--- src/rtl/bcd_timer_alarm.sv ---
// MM:SS BCD countdown/count-up timer with editable preset, run/pause control,
// optional auto-reload and a timed or acknowledged expiry alarm.
module bcd_timer_alarm #(
    parameter int unsigned TICK_DIV    = 50_000_000,
    parameter int unsigned MIN_MAX     = 59,
    parameter bit          AUTO_RELOAD = 1'b0,
    parameter int unsigned ALARM_LEN   = 10
) (
    input  logic        clk,
    input  logic        reset,
    input  logic        mode,
    input  logic        start,
    input  logic        load,
    input  logic        inc_sec,
    input  logic        dec_sec,
    input  logic        inc_min,
    input  logic        dec_min,
    input  logic        ack,
    output logic [15:0] digits,
    output logic        running,
    output logic        expired,
    output logic        alarm,
    output logic [1:0]  dbg_state_o
);

    localparam int          TW          = $clog2(TICK_DIV);
    localparam int          AW          = (ALARM_LEN > 1) ? $clog2(ALARM_LEN + 1) : 1;
    localparam int unsigned ALARM_LAST  = (ALARM_LEN > 0) ? ALARM_LEN - 1 : 0;
    localparam bit          ALARM_TIMED = (ALARM_LEN != 0);
    localparam logic [7:0]  MIN_MAX_BCD = 8'(((MIN_MAX / 10) * 16) + (MIN_MAX % 10));

    typedef enum logic [1:0] {
        IDLE  = 2'd0,
        RUN   = 2'd1,
        PAUSE = 2'd2,
        ALARM = 2'd3
    } state_t;

    state_t          state_q;
    logic            mode_q;
    logic [15:0]     preset_q;
    logic [15:0]     count_q;
    logic [TW-1:0]   tick_q;
    logic [AW-1:0]   alarm_cnt_q;
    logic [15:0]     digits_q;
    logic            running_q;
    logic            expired_q;
    logic            alarm_q;

    logic [15:0]     count_inc, count_dec, count_tick_d;
    logic [15:0]     terminal, init_val, load_init;
    logic [15:0]     preset_d;
    logic            tick;
    logic [TW-1:0]   tick_d;

    // Two-digit BCD step; high digit wraps at hi_max, so each nibble stays legal.
    function automatic logic [7:0] bcd_inc(input logic [7:0] v, input logic [3:0] hi_max);
        if (v[3:0] != 4'd9)       return {v[7:4], v[3:0] + 4'd1};
        else if (v[7:4] != hi_max) return {v[7:4] + 4'd1, 4'd0};
        else                       return 8'h00;
    endfunction

    function automatic logic [7:0] bcd_dec(input logic [7:0] v, input logic [3:0] hi_max);
        if (v[3:0] != 4'd0)      return {v[7:4], v[3:0] - 4'd1};
        else if (v[7:4] != 4'd0) return {v[7:4] - 4'd1, 4'd9};
        else                     return {hi_max, 4'd9};
    endfunction

    always_comb begin
        count_inc    = {(count_q[7:0] == 8'h59) ? bcd_inc(count_q[15:8], 4'd9) : count_q[15:8],
                        bcd_inc(count_q[7:0], 4'd5)};
        count_dec    = {(count_q[7:0] == 8'h00) ? bcd_dec(count_q[15:8], 4'd9) : count_q[15:8],
                        bcd_dec(count_q[7:0], 4'd5)};
        count_tick_d = mode_q ? count_inc : count_dec;
        terminal     = mode_q ? preset_q : 16'h0000;
        init_val     = mode_q ? 16'h0000 : preset_q;
        load_init    = mode ? 16'h0000 : preset_q;
        tick         = (tick_q == TW'(TICK_DIV - 1));
        tick_d       = tick ? '0 : tick_q + 1'b1;

        // Seconds never carry into minutes while editing; minutes wrap at MIN_MAX.
        preset_d = preset_q;
        if (inc_sec && !dec_sec) preset_d[7:0] = bcd_inc(preset_q[7:0], 4'd5);
        if (dec_sec && !inc_sec) preset_d[7:0] = bcd_dec(preset_q[7:0], 4'd5);
        if (inc_min && !dec_min)
            preset_d[15:8] = (preset_q[15:8] == MIN_MAX_BCD) ? 8'h00 : bcd_inc(preset_q[15:8], 4'd9);
        if (dec_min && !inc_min)
            preset_d[15:8] = (preset_q[15:8] == 8'h00) ? MIN_MAX_BCD : bcd_dec(preset_q[15:8], 4'd9);
    end

    always_ff @(posedge clk) begin
        if (reset) begin
            state_q     <= IDLE;
            mode_q      <= 1'b0;
            preset_q    <= '0;
            count_q     <= '0;
            tick_q      <= '0;
            alarm_cnt_q <= '0;
            digits_q    <= '0;
            running_q   <= 1'b0;
            expired_q   <= 1'b0;
            alarm_q     <= 1'b0;
        end else begin
            expired_q <= 1'b0;
            digits_q  <= (state_q == IDLE) ? preset_q : count_q;
            running_q <= (state_q == RUN);

            if (state_q == IDLE || state_q == PAUSE) preset_q <= preset_d;

            if (load) begin
                alarm_q <= 1'b0;
                count_q <= load_init;
                state_q <= IDLE;
            end else begin
                case (state_q)
                    IDLE: begin
                        if (start && preset_q != 16'h0000) begin
                            mode_q  <= mode;
                            count_q <= mode ? 16'h0000 : preset_q;
                            tick_q  <= '0;
                            state_q <= RUN;
                        end
                    end
                    RUN: begin
                        if (ack) alarm_q <= 1'b0;
                        if (start) begin
                            state_q <= PAUSE;
                        end else begin
                            tick_q <= tick_d;
                            if (tick) begin
                                if (count_tick_d == terminal) begin
                                    expired_q   <= 1'b1;
                                    alarm_q     <= 1'b1;
                                    alarm_cnt_q <= '0;
                                    if (AUTO_RELOAD) begin
                                        count_q <= init_val;
                                    end else begin
                                        count_q <= count_tick_d;
                                        state_q <= ALARM;
                                    end
                                end else begin
                                    count_q <= count_tick_d;
                                    // Auto-reload alarm times out while the count keeps running.
                                    if (alarm_q && !ack && ALARM_TIMED) begin
                                        if (alarm_cnt_q == AW'(ALARM_LAST)) alarm_q <= 1'b0;
                                        else alarm_cnt_q <= alarm_cnt_q + 1'b1;
                                    end
                                end
                            end
                        end
                    end
                    PAUSE: begin
                        if (ack) alarm_q <= 1'b0;
                        if (start) state_q <= RUN;
                    end
                    ALARM: begin
                        if (ack) begin
                            alarm_q <= 1'b0;
                            count_q <= init_val;
                            state_q <= IDLE;
                        end else begin
                            tick_q <= tick_d;
                            if (tick && ALARM_TIMED) begin
                                if (alarm_cnt_q == AW'(ALARM_LAST)) begin
                                    alarm_q <= 1'b0;
                                    count_q <= init_val;
                                    state_q <= IDLE;
                                end else begin
                                    alarm_cnt_q <= alarm_cnt_q + 1'b1;
                                end
                            end
                        end
                    end
                endcase
            end
        end
    end

    assign digits      = digits_q;
    assign running     = running_q;
    assign expired     = expired_q;
    assign alarm       = alarm_q;
    assign dbg_state_o = state_q;

endmodule
--- config.mk ---
export PLATFORM = sky130hd
export DESIGN_NAME = bcd_timer_alarm
export DESIGN_NICKNAME = d
export VERILOG_FILES = /design/src/rtl/bcd_timer_alarm.sv
export SDC_FILE = /design/constraint.sdc
export NUM_CORES = 1
export LEC_CHECK = 0
export CORE_MARGIN = 2
export CORE_UTILIZATION = 55
export CTS_CLUSTER_SIZE = 30
export DETAILED_ROUTE_END_ITERATION = 8
export PLACE_DENSITY = 0.81
export SETUP_SLACK_MARGIN = 0.1
export SLEW_MARGIN = 30
export SYNTH_ARGS = -nofsm -noshare
export SYNTH_HDL_FRONTEND = slang
export SYNTH_SLANG_ARGS = --single-unit
--- constraint.sdc ---
create_clock -name clk -period 9.02 [get_ports clk]
set_clock_uncertainty 0.2 [all_clocks]
set_input_delay 1.353 -clock clk [delete_from_list [all_inputs] [get_ports clk]]
set_output_delay 1.353 -clock clk [all_outputs]
set_load 0.005 [all_outputs]
==> results of run 1 <==
stage by stage:
step | util [%] | total power, W | hold WS, ps
finish | 60.89 | 0.0009376 | 292.3
global route | 60.89 | 0.0009875 | 304.8
CTS | 60.89 | 0.0009356 | 289.4
detailed placement | 59.10 | 0.0006649 | 275.8
global placement | 59.06 | 0.0006626 | 273.0
floorplan | - | 0.0006046 | 253.9
cell usage in the layout, fill, tap and decap left out, types with 10 or more instances in the layout:
master           synthesis  routed
mux2i_1                 12      12
nand2b_1                12      12
inv_1                   19      19
o21ai_0                 58      58
clkdlybuf4s50_1          0      29
nor4_1                  12      12
a31oi_1                 10      10
nand2_1                 93      93
a211oi_1                13      13
dfxtp_1                 84      83
clkbuf_8                 0      11
nand3_1                 33      33
nand4_1                 13      13
xor2_1                  16      16
nor2b_1                 17      17
nor3_1                  34      33
a21oi_1                 85      84
xnor2_1                 14      14
nor2_1                 112     112
ha_1                    12      12
cell type report:
type                       count  area (µm²)
clock buffer                  11       151.4
tap                          140       175.2
fill                         991        4258
sequential                    84        1683
inverter                      22       82.58
multi-input combinational    690        4139
clock inverter                 5       43.79
timing repair buffer          38       355.3
critical path: stages (launching register included):
cell,delay [ps]
dfxtp_1,750
nor2b_1,730
nand4_1,170
a211oi_1,470
xor2_1,270
nor3b_1,350
nor3_1,90
and4bb_1,380
nand3b_2,140
a2111oi_4,280
worst max-delay path by stage:
stage          startpoint         end  slack, ps  depth (start not counted)
2_1_floorplan       start  tick_q[25]       5430                          8
3_3_place_gp        start  tick_q[25]       4880                          8
3_5_place_dp        start  tick_q[25]       4800                          8
4_1_cts             start  tick_q[25]       5180                          8
5_1_grt        count_q[3]       alarm       4820                          9
6_report       count_q[3]       alarm       5090                          9
cell families after synthesis:
| family | count (synthesis) | share of synthesized area, % |
|---|---|---|
| xor gates and xnor gates | 31 | 4.619 |
| AOI/OAI and AO/OA | 230 | 23.02 |
| muxes | 16 | 3.039 |
| DFF | 84 | 27.23 |
| and+or+nand+nor | 401 | 33.77 |
| buffers and inverters | 90 | 5.895 |
| adders and majority gates | 12 | 2.431 |
flip-flops by register name, summed over array words and instances (netlist names):
register and count:
tick_q 26, count_q 16, expired 1, preset_q 16, running 1, digits 16, alarm_cnt_q 4, alarm 1
dbg_state_o 2, mode_q 1
per-layer routing:
metal	track usage (%)	wire length, µm	vias to the layer above	share of wire (%)
met5	0	0	-	0
met1	40.52	7141	2912	45
li1	-	-	3066	-
met3	3.497	1258	27	7.9
met2	41.10	7168	273	45
met4	9.584	308	0	1.9
power breakdown:
part | total [W] | internal [W] | switching (W)
logic | 0.000243 | 0.0000986 | 0.000145
clock network | 0.000275 | 0.000119 | 0.000157
registers | 0.000419 | 0.000384 | 0.0000348
total | 0.000938 | 0.000602 | 0.000336
==> results.py, run 1 <==
metrics = {
    "synthesis": {
        "synth.area.top_cells": "dfxtp_1 (27%), a21oi_1 (6.9%), nor2_1 (6.8%)",
        "post_synth_instance_area_mm2": 0.006176,
        "synth_cell_types": 80,
        "synth.top_cell.area_share_pct": 27.23,
        "avgSynthCellArea_um2": 7.148,
        "synth_nets": 886,
        "seq_area_frac_synth_pct": 27.23,
        "yosys_most_used_dff": "dfxtp_1",
        "synth_seq_cells": 84,
        "postSynthCellCount": 864,
        "synth.most_common_cell": "nor2_1",
        "yosysTopAreaCell": "dfxtp_1",
        "async_flop_share_pct": 0,
        "synth_edf_count": 0,
        "yosys-top-cells-count": "nor2_1 (112), nand2_1 (93), a21oi_1 (85)",
        "yosys_warnings": 0,
    },
    "clock_tree": {
        "cts_tree": "built",
        "worstSkewPairLatency_ps": 380,
        "htreeDepth": 3,
        "cts_buffer_depth": 2,
        "cts_setup_buffers": 0,
        "ctsRootBufferMaster": "clkbuf_8",
        "ctsResizeCount": 0,
        "cts_buffers": 9,
        "clk_pin_slew_ps": 90,
        "hold_buffers": 0,
        "cts.sinks": 84,
    },
    "place": {
        "dpl.cell_count": 974,
        "dp_slack_ps": 4798,
        "place_area_mm2": 0.006435,
        "portBuffers": 30,
        "place_congestion": 0.8749,
        "dp_hpwl_mm": 10.94,
    },
    "die": {
        "core-area_mm2": 0.01089,
        "dieArea_mm2": 0.01209,
        "num_rows": 38,
        "fp.dieH_um": 110.0,
        "die_w_um": 110.0,
        "initial_utilization_pct": 56.72,
        "ioPinCount": 31,
    },
    "global_routing": {
        "gr-total-overflow": 0,
        "grt_max_degree": 60,
        "antenna_found_initial": 0,
        "track_usage_pct": 27.54,
        "grt_pass1_vias": 5315,
        "grt_first_pass_wirelength_mm": 26.34,
    },
    "sta": {
        "setup_tns_ps": 0,
        "fin_ws_ps": 5089,
        "fin_crit_sh_pct": 43.58,
        "clock.fmax_ghz": 0.2544,
        "fin_crit_ps": 3931,
        "worst-slew-pin-transition_ps": 861.2,
        "hold_viol": 0,
        "rsz0062_at_grt": "false",
        "setup_viol": 0,
        "slew_violations": 0,
        "slew-limit-headroom_pct": 42.38,
    },
    "route": {
        "viasPerCell": 6.341,
        "drc": 0,
        "wl_per_cell_um": 16.04,
        "ant_nets": 0,
        "wl_mm": 15.88,
        "vias": 6278,
        "drt-initial-drc-count": 613,
        "firstDrtPassIters": 5,
    },
    "job": {
        "cap_violations": 0,
    },
    "setup_path": {
        "arrival_ps": 4010,
        "r2r-start": "count_q[3]",
        "crit_required_ps": 9100,
        "end_kind": "flip-flop",
        "critPathKind": "reg -> reg",
        "crit_fanout": 19,
        "r2r-end": "alarm",
        "start_kind": "flip-flop",
        "worst-r2r-setup-slack_ps": 5090,
        "rr_worst_depth": 9,
    },
    "layout": {
        "fin_area_mm2": 0.006630,
        "area_growth_syn_to_layout_pct": 7.354,
        "drive_gt1_share_pct": 5.882,
        "layout.nets": 867,
        "insertedDiodeCount": 0,
        "stdcell_count": 990,
    },
    "worst_hold_path": {
        "hold_end": "tick_q[23]",
        "hold_start": "tick_q[23]",
        "worstHoldPathCells": 2,
        "worst_hold_path_type": "reg -> reg",
    },
    "run_status": {
        "outcome": "complete, no violations",
    },
    "power_and_ir_drop": {
        "power_leakage_nw": 2.199,
        "ir_drop_mv": 0.09299,
        "power.density_mw_per_mm2": 141.4,
    },
}
Note: power is estimated with default switching activity, not from simulation.
==> inputs of run 2 (changes only) <==
Settings changed: PLACE_DENSITY 0.81 to 0.84.
Clock period 9.02 ns to 3.3 ns, I/O delays scaled along.
==> results.py, run 2 (synthesis gave the netlist of run 1 again) <==
metrics = {
    "run_status": {
        "outcome": "complete, no violations",
    },
    "layout": {
        "stdcell_count": 1045,
        "seq_area_mm2": 0.001684,
        "insertedDiodeCount": 0,
        "multiInputGateArea_mm2": 0.004187,
        "layout_commonest_cell": "nor2_1",
        "area_growth_syn_to_layout_pct": 14.99,
        "largest_reg_flops": 26,
        "final_util_pct": 65.23,
        "fillCellCount": 917,
        "layout.nets": 922,
        "regMostFlops": "tick_q",
        "drive_gt1_share_pct": 12.93,
        "final_cell_mix": "nor2_1 (112), nand2_1 (93), a21oi_1 (83)",
    },
    "power_and_ir_drop": {
        "power.density_mw_per_mm2": 374.8,
        "ir_drop_mv": 0.3024,
        "power_leakage_nw": 2.499,
    },
    "sta": {
        "slew-limit-headroom_pct": 54.80,
        "fin_crit_sh_pct": 95.11,
        "worst-slew-pin-transition_ps": 674.3,
        "fin_crit_ps": 3139,
        "setup_tns_ps": 0,
        "clock.fmax_ghz": 0.3186,
        "rsz0062_at_grt": "true",
        "setup_viol": 0,
        "slew_violations": 0,
        "hold_viol": 0,
    },
    "place": {
        "place_congestion": 1.029,
        "dp_hpwl_mm": 12.08,
        "dpl.cell_count": 1026,
        "portBuffers": 30,
    },
    "die": {
        "fp.dieH_um": 110.0,
        "core-area_mm2": 0.01089,
        "num_rows": 38,
        "die_w_um": 110.0,
        "dieArea_mm2": 0.01209,
        "ioPinCount": 31,
        "initial_utilization_pct": 56.72,
    },
    "worst_hold_path": {
        "worstHoldPathCells": 2,
        "worst_hold_path_type": "reg -> reg",
        "hold_start": "tick_q[23]",
        "hold_end": "tick_q[23]",
    },
    "clock_tree": {
        "cts_buffer_depth": 2,
        "cts_tree": "built",
        "clk_pin_slew_ps": 100,
        "htreeDepth": 3,
        "cts_buffers": 9,
        "worstSkewPairLatency_ps": 380,
        "cts.sinks": 84,
        "ctsRootBufferMaster": "clkbuf_8",
        "hold_buffers": 0,
    },
    "route": {
        "wl_per_cell_um": 16.44,
        "drc": 0,
        "drt-initial-drc-count": 671,
        "wl_mm": 17.18,
        "viasPerCell": 6.269,
        "firstDrtPassIters": 5,
        "vias": 6551,
        "ant_nets": 0,
    },
    "setup_path": {
        "end_kind": "flip-flop",
        "r2r-start": "count_q[0]",
        "worst-r2r-setup-slack_ps": 160,
        "critPathKind": "reg -> reg",
        "crit_buf_inv": 1,
        "cpPeakStageDelay_ps": 500,
        "crit_required_ps": 3380,
        "path_cells": "buf_4 > nand2_1 > nor4b_1 > nor3_1 > xnor2_1 > or4_4 > nor4_2 > and4bb_2 > nand3b_2 > a2111oi_4",
        "r2r-end": "alarm",
        "start_kind": "flip-flop",
        "cp_top_family": "simple AND/OR/NAND/NOR gates",
        "rr_worst_depth": 10,
        "arrival_ps": 3220,
        "cp_num_cells": 10,
        "worst_path_max_delay_cell": "or4_4",
        "crit_fanout": 27,
    },
    "global_routing": {
        "grt_first_pass_wirelength_mm": 28.08,
        "track_usage_pct": 29.53,
        "antenna_found_initial": 0,
        "gr-total-overflow": 0,
        "grt_pass1_vias": 5843,
        "grt_max_degree": 37,
    },
    "job": {
        "cap_violations": 0,
    },
}
## run 2: cell type report
cell class | count | area share (%)
multi-input cells | 690 | 58.95
flip-flops and latches | 84 | 23.71
repair buffers | 93 | 10.99
well taps | 140 | 2.467
clock buffers | 10 | 1.938
inverters | 22 | 1.163
clock inverters | 6 | 0.7752
## run 2: layer usage
layer / vias to the layer above / GRT usage, % / routed length (µm)
li1: 3181 / - / -
met1: 3050 / 39.80 / 7605
met2: 275 / 45.44 / 7800
met3: 45 / 4.624 / 1268
met4: 0 / 15.19 / 510
met5: - / 0 / 0
## run 2: how the worst max path moves through the flow
stage	end	from	slack, ps
after floorplan	tick_q[25]	preset_q[8]	120
after global placement	alarm	count_q[0]	240
after detailed placement	alarm	count_q[0]	190
after CTS	alarm	count_q[0]	150
after global routing	alarm	count_q[0]	20
final	alarm	count_q[0]	160
## run 2: timing repair
action                                  in CTS  in global routing
resized for setup                            0                 13
endpoints found under the setup margin       0                 16
buffers inserted                             0                  3
## run 2: worst reg2reg max path, cell delays in order, from the launching register on
cell and delay, ps:
dfxtp_1 430, buf_4 300, nand2_1 110, nor4b_1 300, nor3_1 100, xnor2_1 150
or4_4 500, nor4_2 200, and4bb_2 330, nand3b_2 130, a2111oi_4 290
## run 2: stage by stage
step	setup WS (ps)	power [W]	hold slack [ps]	area, µm²
finish	161.3	0.002662	293.7	7102
global route	20.92	0.002802	327.3	7102
CTS	146.8	0.002631	293.9	7030
detailed placement	189.3	0.001903	277.8	6838
global placement	244.8	0.001891	265.5	6833
floorplan	115.5	0.001653	253.9	6176
## run 2: where the power goes
group | internal (W) | switching, W
combinational | 0.000352 | 0.000486
clock | 0.000309 | 0.000428
sequential | 0.00105 | 0.0000362
==> inputs of run 3 (changes only) <==
Settings changed: MAX_ROUTING_LAYER set to met4, SLEW_MARGIN 30 to 20.
==> results.py, run 3 (synthesis gave the netlist of run 1 again) <==
metrics = {
    "run_status": {
        "outcome": "complete, no violations",
    },
    "route": {
        "wl_mm": 17.42,
        "drc": 0,
        "wl_per_cell_um": 16.68,
        "drt-initial-drc-count": 591,
        "viasPerCell": 6.284,
        "firstDrtPassIters": 6,
        "vias": 6560,
        "ant_nets": 0,
    },
    "setup_path": {
        "critPathKind": "reg -> reg",
        "end_kind": "flip-flop",
        "crit_fanout": 9,
        "arrival_ps": 3240,
        "start_kind": "flip-flop",
        "path_cells": "buf_4 > nand4bb_4 > nor3_1 > buf_4 > mux2i_1 > xnor2_1 > o2bb2ai_1 > nor4_4 > and4bb_2 > nand3b_2 > a2111oi_4",
        "crit_required_ps": 3380,
        "crit_top_cell": "buf_4",
        "worst_path_max_delay_cell": "dfxtp_1",
        "cpPeakStageDelay_ps": 350,
    },
    "die": {
        "die_w_um": 110.0,
        "core-area_mm2": 0.01089,
        "ioPinCount": 31,
        "fp.dieH_um": 110.0,
        "dieArea_mm2": 0.01209,
        "num_rows": 38,
        "initial_utilization_pct": 56.72,
    },
    "global_routing": {
        "track_usage_pct": 29.72,
        "grt_first_pass_wirelength_mm": 27.49,
        "antenna_found_initial": 0,
        "grt_pass1_vias": 5781,
        "gr-total-overflow": 0,
        "grt_max_degree": 40,
    },
    "layout": {
        "regMostFlops": "tick_q",
        "layout_commonest_cell": "nor2_1",
        "drive_gt1_share_pct": 13.27,
        "area_growth_syn_to_layout_pct": 15.98,
        "largest_reg_flops": 26,
        "layout.nets": 921,
        "final_cell_mix": "nor2_1 (112), nand2_1 (93), a21oi_1 (82)",
        "insertedDiodeCount": 0,
    },
    "power_and_ir_drop": {
        "p_sw_w": 0.0009569,
        "swShare_pct": 34.93,
        "power_leakage_nw": 2.520,
        "combPwrFrac_pct": 31.2,
        "power.internal_w": 0.001782,
        "pwr-share-clk_pct": 29.0,
        "seqPwrFrac_pct": 39.8,
        "power.density_mw_per_mm2": 382.4,
        "ir_drop_mv": 0.2878,
    },
    "sta": {
        "fin_crit_sh_pct": 95.89,
        "clock.fmax_ghz": 0.3160,
        "fin_crit_ps": 3164,
        "slew-limit-headroom_pct": 27.34,
        "setup_viol": 0,
        "worst-slew-pin-transition_ps": 1082,
        "fin_ws_ps": 135.7,
        "setup_tns_ps": 0,
        "hold_viol": 0,
        "rsz0062_at_grt": "true",
        "slew_violations": 0,
    },
    "place": {
        "dp_slack_ps": 70.82,
        "place_congestion": 0.9729,
        "portBuffers": 30,
        "dp_hpwl_mm": 12.16,
    },
    "clock_tree": {
        "ctsRootBufferMaster": "clkbuf_8",
        "worstSkewPairLatency_ps": 380,
        "hold_buffers": 0,
        "cts.sinks": 84,
        "cts_buffers": 9,
        "cts_buffer_depth": 2,
        "htreeDepth": 3,
        "clk_pin_slew_ps": 90,
        "cts_tree": "built",
    },
    "worst_hold_path": {
        "worst_hold_path_type": "reg -> reg",
    },
    "job": {
        "cap_violations": 0,
    },
}
==> run 3: per-stage QoR <==
step                      instance area (µm²)  total power [W]  hold WS, ps  utilization (%)  instances
after global placement                   6825         0.001887        263.7            62.69       1025
final                                    7163         0.002739        296.0            65.79       1044
after global routing                     7163         0.002871        336.6            65.79       1044
after CTS                                7041         0.002693        296.9            64.66       1041
after floorplan                          6176         0.001653        253.9                -        864
after detailed placement                 6825         0.001904        282.1            62.69       1025
==> run 3: worst paths after layout <==
| kind | startpoint | end | slack (ps) | cells after the start |
|---|---|---|---|---|
| worst min-delay path | tick_q[23] | tick_q[23] | 300 | 2 |
| worst min register to register | tick_q[23] | tick_q[23] | 300 | 2 |
| worst max-delay path | count_q[5] | alarm | 140 | 11 |
| worst max register to register | count_q[5] | alarm | 140 | 11 |
==> run 3: worst max-delay path, delay by kind of cell (launching register included) <==
family	cells	cell delay, ps
AND/OR/NAND/NOR	5	1250
AO/OA/AOI/OAI	2	460
multiplexers	1	310
buffers and inverters	2	360
XOR/XNOR	1	150
flip-flops	1	350
==> run 3: power by group through the flow <==
stage	Clock [W]	Combinational, W	Sequential (W)
2_1_floorplan	0	0.000555	0.00110
3_3_place_gp	0	0.000779	0.00111
3_5_place_dp	0	0.000795	0.00111
4_1_cts	0.000808	0.000799	0.00109
5_1_grt	0.000847	0.000929	0.00110
6_report	0.000794	0.000855	0.00109
==> run 3: layer usage <==
layer  wire length, µm  GRT usage (%)  up-vias
li1                  -              -     3182
met1              7592          38.39     3019
met2              7975          45.49      299
met3              1247          4.386       60
met4               600          14.29        0
met5                 0              -        -
==> run 3: repair_timing <==
item | in CTS | in global routing
resized for setup | 1 | 27
buffers inserted | 0 | 2
cloned | 0 | 1
pin swaps | 0 | 3
endpoints found under the setup margin | 4 | 9
==> run 3: layout make-up <==
type	count	area, µm²
Tap cell	140	175.2
Clock inverter	6	71.32
Timing Repair Buffer	91	780.7
Clock buffer	10	137.6
Multi-Input combinational cell	691	4227
Inverter	22	82.58
Fill cell	941	3725
Sequential cell	84	1689
